[config.mk]
export PLATFORM = sky130hd
export DESIGN_NAME = vpg_pattern_sequencer
export DESIGN_NICKNAME = d
export VERILOG_FILES = /design/src/rtl/vpg_pattern_sequencer.sv
export SDC_FILE = /design/constraint.sdc
export NUM_CORES = 1
export LEC_CHECK = 0
export CAP_MARGIN = 40
export CORE_ASPECT_RATIO = 1.2
export CORE_MARGIN = 5
export CORE_UTILIZATION = 45
export DETAILED_ROUTE_END_ITERATION = 8
export PLACE_DENSITY = 0.74
export SLEW_MARGIN = 20
export SYNTH_ARGS = -nofsm -noshare
export SYNTH_HDL_FRONTEND = slang
export SYNTH_SLANG_ARGS = --single-unit
[constraint.sdc]
create_clock -name clk -period 3.1 [get_ports clk]
set_input_delay 0.62 -clock clk [delete_from_list [all_inputs] [get_ports clk]]
set_output_delay 0.62 -clock clk [all_outputs]
set_load 0.01 [all_outputs]
[src/rtl/vpg_pattern_sequencer.sv]
// Frame-synchronous scheduler for the VGA test-pattern generator's pattern register.
// Define VPG_SEQ_READBACK_EN to add a read-back verify of every pattern write.
module vpg_pattern_sequencer #(
    parameter int         NUM_PATTERNS  = 6,
    parameter logic [7:0] DEFAULT_DWELL = 8'd60
) (
    input  logic       clk,
    input  logic       reset_n,
    input  logic       s_cs_n,
    input  logic [1:0] s_address,
    input  logic       s_write,
    input  logic [7:0] s_writedata,
    input  logic       s_read,
    output logic [7:0] s_readdata,
    input  logic       vga_vs,
    output logic       m_cs_n,
    output logic       m_write,
    output logic [7:0] m_writedata,
    output logic       m_read,
    input  logic [7:0] m_readdata,
    output logic       frame_tick
);

    localparam logic [2:0] LAST_PAT = 3'(NUM_PATTERNS - 1);

    typedef enum logic [1:0] {IDLE, WR, RD, CHK} state_t;

    state_t     state_q, state_d;
    logic       vs_meta_q, vs_sync_q, vs_prev_q, frame_tick_q;
    logic       auto_en_q, auto_en_d;
    logic [2:0] manual_q, manual_d;
    logic       manual_pending_q, manual_pending_d;
    logic [7:0] dwell_q, dwell_d;
    logic [2:0] cur_pattern_q, cur_pattern_d;
    logic [7:0] frame_cnt_q, frame_cnt_d;
    logic       err_q, err_d;
    logic [2:0] target_q, target_d;
    logic [7:0] s_readdata_q, s_readdata_d;

    logic       host_wr, host_rd, busy, dwell_hit;
    logic [7:0] dwell_eff, rd_mux;
    logic [2:0] next_pattern;
    logic       unused_readdata;

    assign unused_readdata = ^m_readdata;

    // vga_vs is asynchronous: two flops to resolve metastability, a third for edge detect
    always_ff @(posedge clk or negedge reset_n) begin
        if (!reset_n) begin
            vs_meta_q    <= 1'b1;
            vs_sync_q    <= 1'b1;
            vs_prev_q    <= 1'b1;
            frame_tick_q <= 1'b0;
        end else begin
            vs_meta_q    <= vga_vs;
            vs_sync_q    <= vs_meta_q;
            vs_prev_q    <= vs_sync_q;
            frame_tick_q <= vs_prev_q & ~vs_sync_q;
        end
    end

    assign frame_tick   = frame_tick_q;
    assign host_wr      = ~s_cs_n & s_write;
    assign host_rd      = ~s_cs_n & s_read;
    assign busy         = (state_q != IDLE);
    assign dwell_eff    = (dwell_q == 8'd0) ? 8'd1 : dwell_q;
    assign dwell_hit    = ({1'b0, frame_cnt_q} + 9'd1) >= {1'b0, dwell_eff};
    assign next_pattern = (cur_pattern_q >= LAST_PAT) ? 3'd0 : cur_pattern_q + 3'd1;

    always_comb begin
        rd_mux = 8'h00;
        case (s_address)
            2'd0: rd_mux = {7'b0, auto_en_q};
            2'd1: rd_mux = {5'b0, manual_q};
            2'd2: rd_mux = dwell_q;
            2'd3: rd_mux = {err_q, busy, manual_pending_q, 2'b00, cur_pattern_q};
            default: rd_mux = 8'h00;
        endcase
    end

    always_ff @(posedge clk or negedge reset_n) begin
        if (!reset_n) state_q <= IDLE;
        else          state_q <= state_d;
    end

    always_comb begin
        state_d = state_q;
        case (state_q)
            IDLE: if (frame_tick_q && (manual_pending_q || (auto_en_q && dwell_hit)))
                      state_d = WR;
`ifdef VPG_SEQ_READBACK_EN
            WR:   state_d = RD;
`else
            WR:   state_d = IDLE;
`endif
            RD:   state_d = CHK;
            CHK:  state_d = IDLE;
            default: state_d = IDLE;
        endcase
    end

    always_comb begin
        m_cs_n      = 1'b1;
        m_write     = 1'b0;
        m_read      = 1'b0;
        m_writedata = 8'h00;
        case (state_q)
            WR: begin
                m_cs_n      = 1'b0;
                m_write     = 1'b1;
                m_writedata = {5'b0, target_q};
            end
            RD: begin
                m_cs_n = 1'b0;
                m_read = 1'b1;
            end
            default: ;
        endcase
    end

    always_comb begin
        auto_en_d        = auto_en_q;
        manual_d         = manual_q;
        manual_pending_d = manual_pending_q;
        dwell_d          = dwell_q;
        cur_pattern_d    = cur_pattern_q;
        frame_cnt_d      = frame_cnt_q;
        err_d            = err_q;
        target_d         = target_q;
        s_readdata_d     = s_readdata_q;

        // Ticks arriving mid-sequence are deliberately dropped, not counted
        if (state_q == IDLE && frame_tick_q) begin
            if (manual_pending_q) begin
                target_d         = manual_q;
                manual_pending_d = 1'b0;
            end else if (auto_en_q) begin
                if (dwell_hit) begin
                    target_d    = next_pattern;
                    frame_cnt_d = 8'd0;
                end else begin
                    frame_cnt_d = frame_cnt_q + 8'd1;
                end
            end
        end

        if (state_q == WR) cur_pattern_d = target_q;
`ifdef VPG_SEQ_READBACK_EN
        if (state_q == CHK && m_readdata[2:0] != cur_pattern_q) err_d = 1'b1;
`endif

        // Host accesses are applied last so a coincident write overrides the scheduler
        if (host_wr && s_address == 2'd0) begin
            auto_en_d = s_writedata[0];
            if (!s_writedata[0] || !auto_en_q) frame_cnt_d = 8'd0;
            if (s_writedata[1]) err_d = 1'b0;
        end
        if (host_wr && s_address == 2'd1) begin
            manual_d         = s_writedata[2:0];
            manual_pending_d = 1'b1;
            auto_en_d        = 1'b0;
            frame_cnt_d      = 8'd0;
        end
        if (host_wr && s_address == 2'd2) dwell_d = s_writedata;
        if (host_rd) s_readdata_d = rd_mux;
    end

    always_ff @(posedge clk or negedge reset_n) begin
        if (!reset_n) begin
            auto_en_q        <= 1'b0;
            manual_q         <= 3'd0;
            manual_pending_q <= 1'b0;
            dwell_q          <= DEFAULT_DWELL;
            cur_pattern_q    <= 3'd0;
            frame_cnt_q      <= 8'd0;
            err_q            <= 1'b0;
            target_q         <= 3'd0;
            s_readdata_q     <= 8'h00;
        end else begin
            auto_en_q        <= auto_en_d;
            manual_q         <= manual_d;
            manual_pending_q <= manual_pending_d;
            dwell_q          <= dwell_d;
            cur_pattern_q    <= cur_pattern_d;
            frame_cnt_q      <= frame_cnt_d;
            err_q            <= err_d;
            target_q         <= target_d;
            s_readdata_q     <= s_readdata_d;
        end
    end

    assign s_readdata = s_readdata_q;

endmodule
# --- Word level (Yosys, flattened, before mapping) ---
# Cells that the tools add are included.
word_totals:
  reg_bits: 41
  elab_cells: 74
classes:
  addsub: 3
  magnitude_cmp: 2
  n_eq_ne: 7
  mux: 23
  n_bitwise: 5
  n_reduce_logical: 21
op_table:
  columns: ["cell", "n"]
  rows:
  - ["2-to-1 mux 8 bit", 8]
  - ["case mux 8 bit (4 select lines)", 1]
  - ["2-to-1 mux 3 bit", 5]
  - ["nonzero test 2 bit", 5]
  - ["adder 8 x 1 -> 9 bit (second input constant)", 1]
  - [">= comparator 9 x 8 -> 1 bit", 1]
  - ["adder 8 x 1 -> 8 bit (second input constant)", 1]
  - ["== test 2 bit (second input constant)", 4]
  - ["zero test 8 bit", 1]
  - ["2-to-1 mux 1 bit", 7]
  - ["logical AND 1 bit", 6]
  - ["case mux 2 bit (3 select lines)", 1]
  - ["== test 2 x 1 -> 1 bit (second input constant)", 2]
  - ["zero test 2 bit", 2]
  - ["OR reduction 2 bit", 2]
  - ["adder 3 x 1 -> 3 bit (second input constant)", 1]
  - ["bitwise AND 1 bit", 3]
  - [">= comparator 3 bit (second input constant)", 1]
  - ["AND reduction 3 bit", 1]
  - ["zero test 1 bit", 2]
  - ["logical OR 1 bit", 2]
  - ["2-to-1 mux 2 bit", 1]
  - ["!= test 2 bit (second input constant)", 1]
  - ["NOT 1 bit", 2]

# --- Longest topological paths before layout ---
# Gate-level depths: netlist of the first run.
logic_depth:
  word_depth: 10
  depth_mapped: 12

# --- Worst setup path before layout of the first run ---
# OpenSTA, ideal clock, no wires.
synth_timing:
  kind: "register -> register"
  start: "register frame_cnt_q[2]"
  end: "register state_q[1]"
  setup_ns: 0.125
  arrival_ns: 2.613
  path_slack_ns: 0.362
  path_stages_with_launch: 13
  n_path_buf: 1
  cell_sequence: "dfrtp_1 -> buf_2 -> nand3_1 -> nor2_1 -> and3_1 -> xnor2_1 -> inv_1 -> ha_1 -> and3_4 -> a221o_1 -> a41oi_4 -> a32oi_2 -> mux2_4"
synth_between:
  elab_chain_cells: 6
synth_rtl:
  columns: ["element", "line", "rtl"]
  rows:
  - ["start, declared", "35", "logic [7:0] frame_cnt_q, frame_cnt_d;"]
  - ["start signal, assigned", "185", "frame_cnt_q <= frame_cnt_d;"]
  - ["adder 8 x 1 -> 9 bit", "67", "assign dwell_hit = ({1'b0, frame_cnt_q} + 9'd1) >= {1'b0, dwell_eff};"]
  - [">= comparator 9 x 8 -> 1 bit", "67", null]
  - ["logical AND 1 bit", "89", "IDLE: if (frame_tick_q && (manual_pending_q || (auto_en_q && dwell_hit)))"]
  - ["logical OR 1 bit", "89", null]
  - ["logical AND 1 bit", "89", null]
  - ["!= test 2 bit (no source line)", null, null]
  - ["end signal, assigned", "83", "else state_q <= state_d;"]
  - ["end, declared", "28", "state_t state_q, state_d;"]
# Every way passes these cells.
# A chain may end at the register's enable or synchronous reset.

# --- Final worst setup path of the first run ---
layout_timing:
  start: "register frame_cnt_q[0]"
  end: "register state_q[1]"
# Same word-level chain as after synthesis.

==> results of run 1 <==
[worst register-to-register path: stages (launching register included)]
cell and delay (ns):
sky130_fd_sc_hd__dfrtp_1 0.44, sky130_fd_sc_hd__ha_1 0.35, sky130_fd_sc_hd__nand3_1 0.13, sky130_fd_sc_hd__xnor2_1 0.27
sky130_fd_sc_hd__ha_1 0.31, sky130_fd_sc_hd__a21o_1 0.17, sky130_fd_sc_hd__a221o_1 0.34, sky130_fd_sc_hd__a41oi_4 0.27
sky130_fd_sc_hd__a32oi_2 0.17, sky130_fd_sc_hd__mux2_4 0.32
[sequential cells by signal, indices dropped and copies added (netlist names)]
register and count:
auto_en_q 1, cur_pattern_q 3, dwell_q 8, frame_cnt_q 8, frame_tick 1, manual_pending_q 1, manual_q 3, s_readdata 8
state_q 2, target_q 3, vs_meta_q 1, vs_prev_q 1, vs_sync_q 1
[synthesized netlist by cell type, types with 2 or more instances]
library cell	number	area [µm²]
sky130_fd_sc_hd__mux2_2	9	101
sky130_fd_sc_hd__and3_1	2	12.5
sky130_fd_sc_hd__buf_4	5	37.5
sky130_fd_sc_hd__nor2_1	6	22.5
sky130_fd_sc_hd__inv_1	13	48.8
sky130_fd_sc_hd__and2_1	4	25.0
sky130_fd_sc_hd__o21ai_0	17	85.1
sky130_fd_sc_hd__clkbuf_1	6	22.5
sky130_fd_sc_hd__nand2b_1	11	68.8
sky130_fd_sc_hd__a21oi_1	2	10.0
sky130_fd_sc_hd__a21o_1	3	22.5
sky130_fd_sc_hd__nand2_1	27	101
sky130_fd_sc_hd__xnor2_1	4	35.0
sky130_fd_sc_hd__o22ai_1	6	37.5
sky130_fd_sc_hd__dfstp_2	7	184
sky130_fd_sc_hd__or3_1	2	12.5
sky130_fd_sc_hd__a41oi_1	2	17.5
sky130_fd_sc_hd__o211ai_1	2	15.0
sky130_fd_sc_hd__nand3_1	4	20.0
sky130_fd_sc_hd__dfrtp_1	34	851
sky130_fd_sc_hd__a22oi_1	2	15.0
sky130_fd_sc_hd__nor2b_1	6	37.5
sky130_fd_sc_hd__ha_1	14	175
sky130_fd_sc_hd__xor2_1	2	17.5
sky130_fd_sc_hd__a211o_1	2	17.5
sky130_fd_sc_hd__a22o_1	5	43.8
[path summary, 6_finish.rpt]
path / start / endpoint / slack, ns / cells after the start
max in group asynchronous: reset_n / dwell_q[2] / 2.34 / 2
max: frame_cnt_q[0] / state_q[1] / 0.24 / 9
min in group clk: vs_meta_q / vs_sync_q / 0.36 / 0
min: reset_n / frame_cnt_q[7] / 0.21 / 1
min reg2reg: vs_meta_q / vs_sync_q / 0.36 / 0
max reg2reg: frame_cnt_q[0] / state_q[1] / 0.24 / 9
[routing by layer]
layer	track usage	wire length, µm
met1	0.204	2150
met2	0.275	2390
met3	0.0386	257
met4	0.0525	88
met5	0	0
[cell type report]
cell class              count  area (µm²)
clock buffers               7        86.3
clock inverters             1        30.0
fillers                   450        2140
inverters                  13        48.8
multi-input cells         161        1170
flip-flops and latches     41        1030
well taps                  60        75.1
repair buffers             36         353
[through the flow]
stage	std cells	setup slack (ns)	util
2_1_floorplan	227	0.362	-
3_3_place_gp	310	0.311	0.539
3_5_place_dp	311	0.261	0.543
4_1_cts	319	0.252	0.567
5_1_grt	319	0.0626	0.567
6_report	319	0.242	0.567
[cells in the final DEF (no fill, tap or decap), drive strengths merged, types with 7 or more instances in the layout]
master,count
clkdlybuf4s50,29
nand2,28
clkbuf,7
dfstp,7
dfrtp,34
nand2b,11
mux2,10
ha,14
o21ai,17
buf,7
inv,13
[logic make-up (layout without fill, tap and decap cells)]
kind of cell             Yosys count  count (layout)  synth area share
AO/OA/AOI/OAI                     52              52             0.172
XOR/XNOR                           6               6            0.0228
adder cells (fa/ha/maj)           14              14            0.0760
buffers and inverters             25              57            0.0494
flip-flops                        41              41             0.449
multiplexers                      12              12            0.0646
other                              1               5           0.00163
AND/OR/NAND/NOR                   72              72             0.165
[report_power, final]
| group | total [mW] | switching, mW | internal [mW] | leakage [nW] |
|---|---|---|---|---|
| combinational | 0.525 | 0.249 | 0.276 | 0.651 |
| clock | 0.456 | 0.194 | 0.263 | 0.0585 |
| sequential | 0.721 | 0.0865 | 0.635 | 0.501 |
==> reports/qor.log, run 1 <==
[clock_network] H-tree level count 2
[drt] wirelength, routed 4890 µm
[power] power density relative to cell area 608 nW/µm²
[timing] Hold Violations, Final 0
[worst_setup_path] required arrival time at the worst endpoint 3.29 ns
[floorplan] Die Y-Extent 88.4 µm
[floorplan] Row Count 28
[clock_network] setup repair bufs after CTS 0
[synth] sequential area share after synthesis 0.449
[drt] DRT Pass-1 Iters 4
[placed_design] area after detailed placement 2680 µm²
[finish] diodes inserted 0
[clock_network] Clock Root Buffer sky130_fd_sc_hd__clkbuf_8
[placed_design] total half-perimeter wirelength after legalization and detailed placement 3730 µm
[worst_setup_path] crit path cell chain ha_1, nand3_1, xnor2_1, ha_1, a21o_1, a221o_1, a41oi_4, a32oi_2, mux2_4
[clock_network] Num CTS Buffers 5
[worst_setup_path] Worst setup EP type register
[clock_network] number of buffers inserted by hold repair at cts 0
[synth] cell area after synthesis 2300 µm²
[drt] routed via count divided by cell count 5.50
[placed_design] routability cong. 0.847
[worst_setup_path] stage delay of the slowest cell on the critical path 0.44 ns
[power] LEAKAGE 1.21 nW
[drt] DR vias 1755
[drt] Iteration-0 DRC Markers 74
[drt] wire length per cell after detailed routing 15.3 µm
[timing] Hold Slack 0.215 ns
[run_status] result of the run finished clean
[worst_setup_path] dominant cell type by count on the critical path sky130_fd_sc_hd__ha_1
[clock_network] clock latency of the later-clocked register in the worst-skew pair 0.30 ns
[timing] final total negative setup slack 0 ns
[worst_setup_path] critical path's top delay family compound AO/OA/AOI/OAI gates
[placed_design] number of input and output port buffers inserted 30
[clock_network] CTS tree yes
[synth] synthesized area divided by synthesized cell count 10.3 µm²
[global_routing] maximum number of pins on one net before global-route repair 30
[clock_network] CTS clk-pin slew, worst paths 0.08 ns
[floorplan] I/O pin cnt 44
[global_routing] global-route wire length before repair 8370 µm
[drt] DRC violations left 0
[power] Worst IR Drop VDD 0.247 mV
[worst_setup_path] slowest stage cell, crit path sky130_fd_sc_hd__dfrtp_1
[timing] setup repair after global routing missed its margin false
[worst_setup_path] top fanout value on the critical path 6
[floorplan] Floorplan Core Area 4940 µm²
[global_routing] antenna violations before repair 0
[finish] nets@finish 296
[worst_setup_path] CP bufs+invs 0
[synth] Post-synth top flop sky130_fd_sc_hd__dfrtp_1
[timing] maximum achievable frequency 350 MHz
[job] Max Cap Viol 0
[timing] final worst path period need 2.86 ns
[worst_setup_path] arrival time worst endpoint 3.05 ns
[timing] share of the clock period used by the worst path 0.922
[synth] number of different library cells in the post-synthesis netlist 52
[timing] # setup viols final 0
[floorplan] effective utilization at floorplan 0.467
[floorplan] Die Outline Area 6660 µm²
[synth] fraction of registers with async set/reset 1.00
[drt] Antenna Violating Nets Remaining 0
[floorplan] die outline width 75.3 µm
[timing] Tightest Pin Transition 0.638 ns
[global_routing] via count of the first global-routing pass 1798
[synth] count of warnings emitted by yosys 0
[synth] number of synthesized flops with an enable pin 0
[global_routing] grt ovf 0
[timing] Slew HR 0.573
[global_routing] global-route usage over all layers 0.163
[synth] number of register bits inferred by synthesis 41
[min_path] worst min path class in -> async
[worst_setup_path] Setup crit start kind register
[power] overall power of the completed layout 1.70 mW
[clock_network] sinks on the clock net 41
[worst_setup_path] classification of the worst setup path reg -> reg
[clock_network] number of buffers on the longest clock path 2
[finish] signed area change from the synthesized netlist to the final layout 21.4%
[timing] final slew viol count 0
[clock_network] Resize count post-CTS 0
[synth] number of standard cells after synthesis 223
[finish] ratio of cells with drive above 1 in the final layout 0.154
[timing] setup skew after layout 0.00516 ns
[finish] post-route cell area 2800 µm²
No activity file was read; power rests on OpenSTA's default activity.
==> run 2, diff against run 1 <==
--- a/config.mk
+++ b/config.mk
@@ -7,7 +7,6 @@
 export LEC_CHECK = 0
 export CAP_MARGIN = 40
 export CORE_ASPECT_RATIO = 1.2
-export CORE_MARGIN = 5
 export CORE_UTILIZATION = 45
 export DETAILED_ROUTE_END_ITERATION = 8
 export PLACE_DENSITY = 0.74
==> run 2 against run 1 <==
- fmax shrank 1.4%
- sequential power about the same
- combinational power shrank 2%
- sequential cell count is the same
- power down 7.0%
- critical endpoint unchanged
==> reports/qor.log, run 2 (synthesis gave the netlist of run 1 again) <==
[finish] diodes inserted 0
[timing] Slew HR 0.592
[drt] Antenna Violating Nets Remaining 0
[floorplan] Die Y-Extent 80.4 µm
[clock_network] number of buffers on the longest clock path 2
[clock_network] H-tree level count 2
[clock_network] clock latency of the later-clocked register in the worst-skew pair 0.30 ns
[drt] wirelength, routed 4490 µm
[worst_setup_path] Worst setup EP type register
[timing] maximum achievable frequency 345 MHz
[global_routing] maximum number of pins on one net before global-route repair 22
[floorplan] Die Outline Area 5410 µm²
[clock_network] CTS tree yes
[timing] final total negative setup slack 0 ns
[floorplan] die outline width 67.3 µm
[drt] DR vias 1726
[floorplan] Row Count 28
[job] Max Cap Viol 0
[placed_design] total half-perimeter wirelength after legalization and detailed placement 3470 µm
[timing] Hold Violations, Final 0
[drt] wire length per cell after detailed routing 14.1 µm
[clock_network] number of buffers inserted by hold repair at cts 0
[drt] Iteration-0 DRC Markers 90
[timing] setup skew after layout 0.00599 ns
[power] Worst IR Drop VDD 0.216 mV
[clock_network] setup repair bufs after CTS 0
[finish] utilization of the core after routing 0.561
[worst_setup_path] Setup crit start kind register
[worst_setup_path] arrival time worst endpoint 3.08 ns
[run_status] result of the run finished clean
[finish] nets@finish 295
[timing] share of the clock period used by the worst path 0.935
[placed_design] worst slack, placed 0.258 ns
[floorplan] effective utilization at floorplan 0.467
[clock_network] Resize count post-CTS 0
[timing] # setup viols final 0
[worst_setup_path] top fanout value on the critical path 6
[global_routing] antenna violations before repair 0
[finish] ratio of cells with drive above 1 in the final layout 0.155
[timing] slack of the critical path 0.202 ns
[timing] setup repair after global routing missed its margin false
[drt] DRT Pass-1 Iters 4
[finish] most used cells in the layout excluding fill and tap cells sky130_fd_sc_hd__dfrtp_1, sky130_fd_sc_hd__clkdlybuf4s50_1, sky130_fd_sc_hd__nand2_1
[clock_network] CTS clk-pin slew, worst paths 0.08 ns
[placed_design] routability cong. 0.768
[floorplan] Floorplan Core Area 4940 µm²
[finish] signed area change from the synthesized netlist to the final layout 20.1%
[placed_design] number of input and output port buffers inserted 30
[clock_network] Num CTS Buffers 5
[power] power density relative to cell area 572 nW/µm²
[worst_setup_path] classification of the worst setup path reg -> reg
[min_path] worst min path class in -> async
[global_routing] via count of the first global-routing pass 1632
[drt] DRC violations left 0
[drt] routed via count divided by cell count 5.43
[clock_network] sinks on the clock net 41
[global_routing] grt ovf 0
[finish] most common cell after layout, fill and taps aside sky130_fd_sc_hd__dfrtp_1
[worst_setup_path] required arrival time at the worst endpoint 3.28 ns
[global_routing] global-route usage over all layers 0.190
[floorplan] I/O pin cnt 44
[timing] Tightest Pin Transition 0.610 ns
[timing] final slew viol count 0
[clock_network] Clock Root Buffer sky130_fd_sc_hd__clkbuf_8
[timing] final worst path period need 2.90 ns
[power] LEAKAGE 1.19 nW
[global_routing] global-route wire length before repair 7710 µm
[run 2: changes by cell type in the layout (fill, tap and decap cells not counted)]
cell,before,now
sky130_fd_sc_hd__clkinv_2,0,2
sky130_fd_sc_hd__buf_12,1,0
sky130_fd_sc_hd__buf_16,0,1
sky130_fd_sc_hd__buf_4,5,4
sky130_fd_sc_hd__bufinv_16,1,0
sky130_fd_sc_hd__clkbuf_1,1,0
sky130_fd_sc_hd__clkbuf_8,6,5
sky130_fd_sc_hd__clkinvlp_4,0,1
[run 2: layer usage]
layer  GRT usage  vias up  share of wire
met3      0.0440        5          0.035
met4      0.0702        0          0.016
li1            -      856              -
met2       0.300       35           0.48
met1       0.248      830           0.46
met5           0        -              0
[run 2: layout make-up]
cell class              instances  area (µm²)
fillers                       443        2170
clock buffers                   5        68.8
well taps                      60        75.1
clock inverters                 3        17.5
multi-input cells             161        1170
repair buffers                 35         353
inverters                      13        48.8
flip-flops and latches         41        1030
[run 2: where the power goes]
group | internal [mW] | switching, mW
clock | 0.155 | 0.192
sequential | 0.635 | 0.0838
combinational | 0.274 | 0.242
[run 2: final timing paths]
kind | startpoint | end | slack (ns) | cells after the start
worst max-delay path | frame_cnt_q[0] | state_q[1] | 0.20 | 9
min in group clk | vs_meta_q | vs_sync_q | 0.36 | 0
worst min-delay path | reset_n | cur_pattern_q[0] | 0.29 | 1
max in group asynchronous | reset_n | dwell_q[5] | 2.25 | 2
worst min register to register | vs_meta_q | vs_sync_q | 0.36 | 0
worst max register to register | frame_cnt_q[0] | state_q[1] | 0.20 | 9
[run 2: critical path, stage by stage, from the launching register on]
cell	delay [ns]
sky130_fd_sc_hd__dfrtp_1	0.43
sky130_fd_sc_hd__ha_1	0.36
sky130_fd_sc_hd__nand3_1	0.14
sky130_fd_sc_hd__xnor2_1	0.27
sky130_fd_sc_hd__ha_1	0.31
sky130_fd_sc_hd__a21o_1	0.17
sky130_fd_sc_hd__a221o_1	0.35
sky130_fd_sc_hd__a41oi_4	0.27
sky130_fd_sc_hd__a32oi_2	0.17
sky130_fd_sc_hd__mux2_4	0.32
[run 2: per-stage QoR]
stage / cell area (µm²) / instances / hold WS, ns / total power, mW
after floorplan: 2320 / 227 / 0.324 / 1.05
after global placement: 2660 / 309 / 0.346 / 1.23
after detailed placement: 2680 / 310 / 0.348 / 1.25
after CTS: 2770 / 318 / 0.299 / 1.60
after global routing: 2770 / 318 / 0.333 / 1.70
final: 2770 / 318 / 0.287 / 1.58
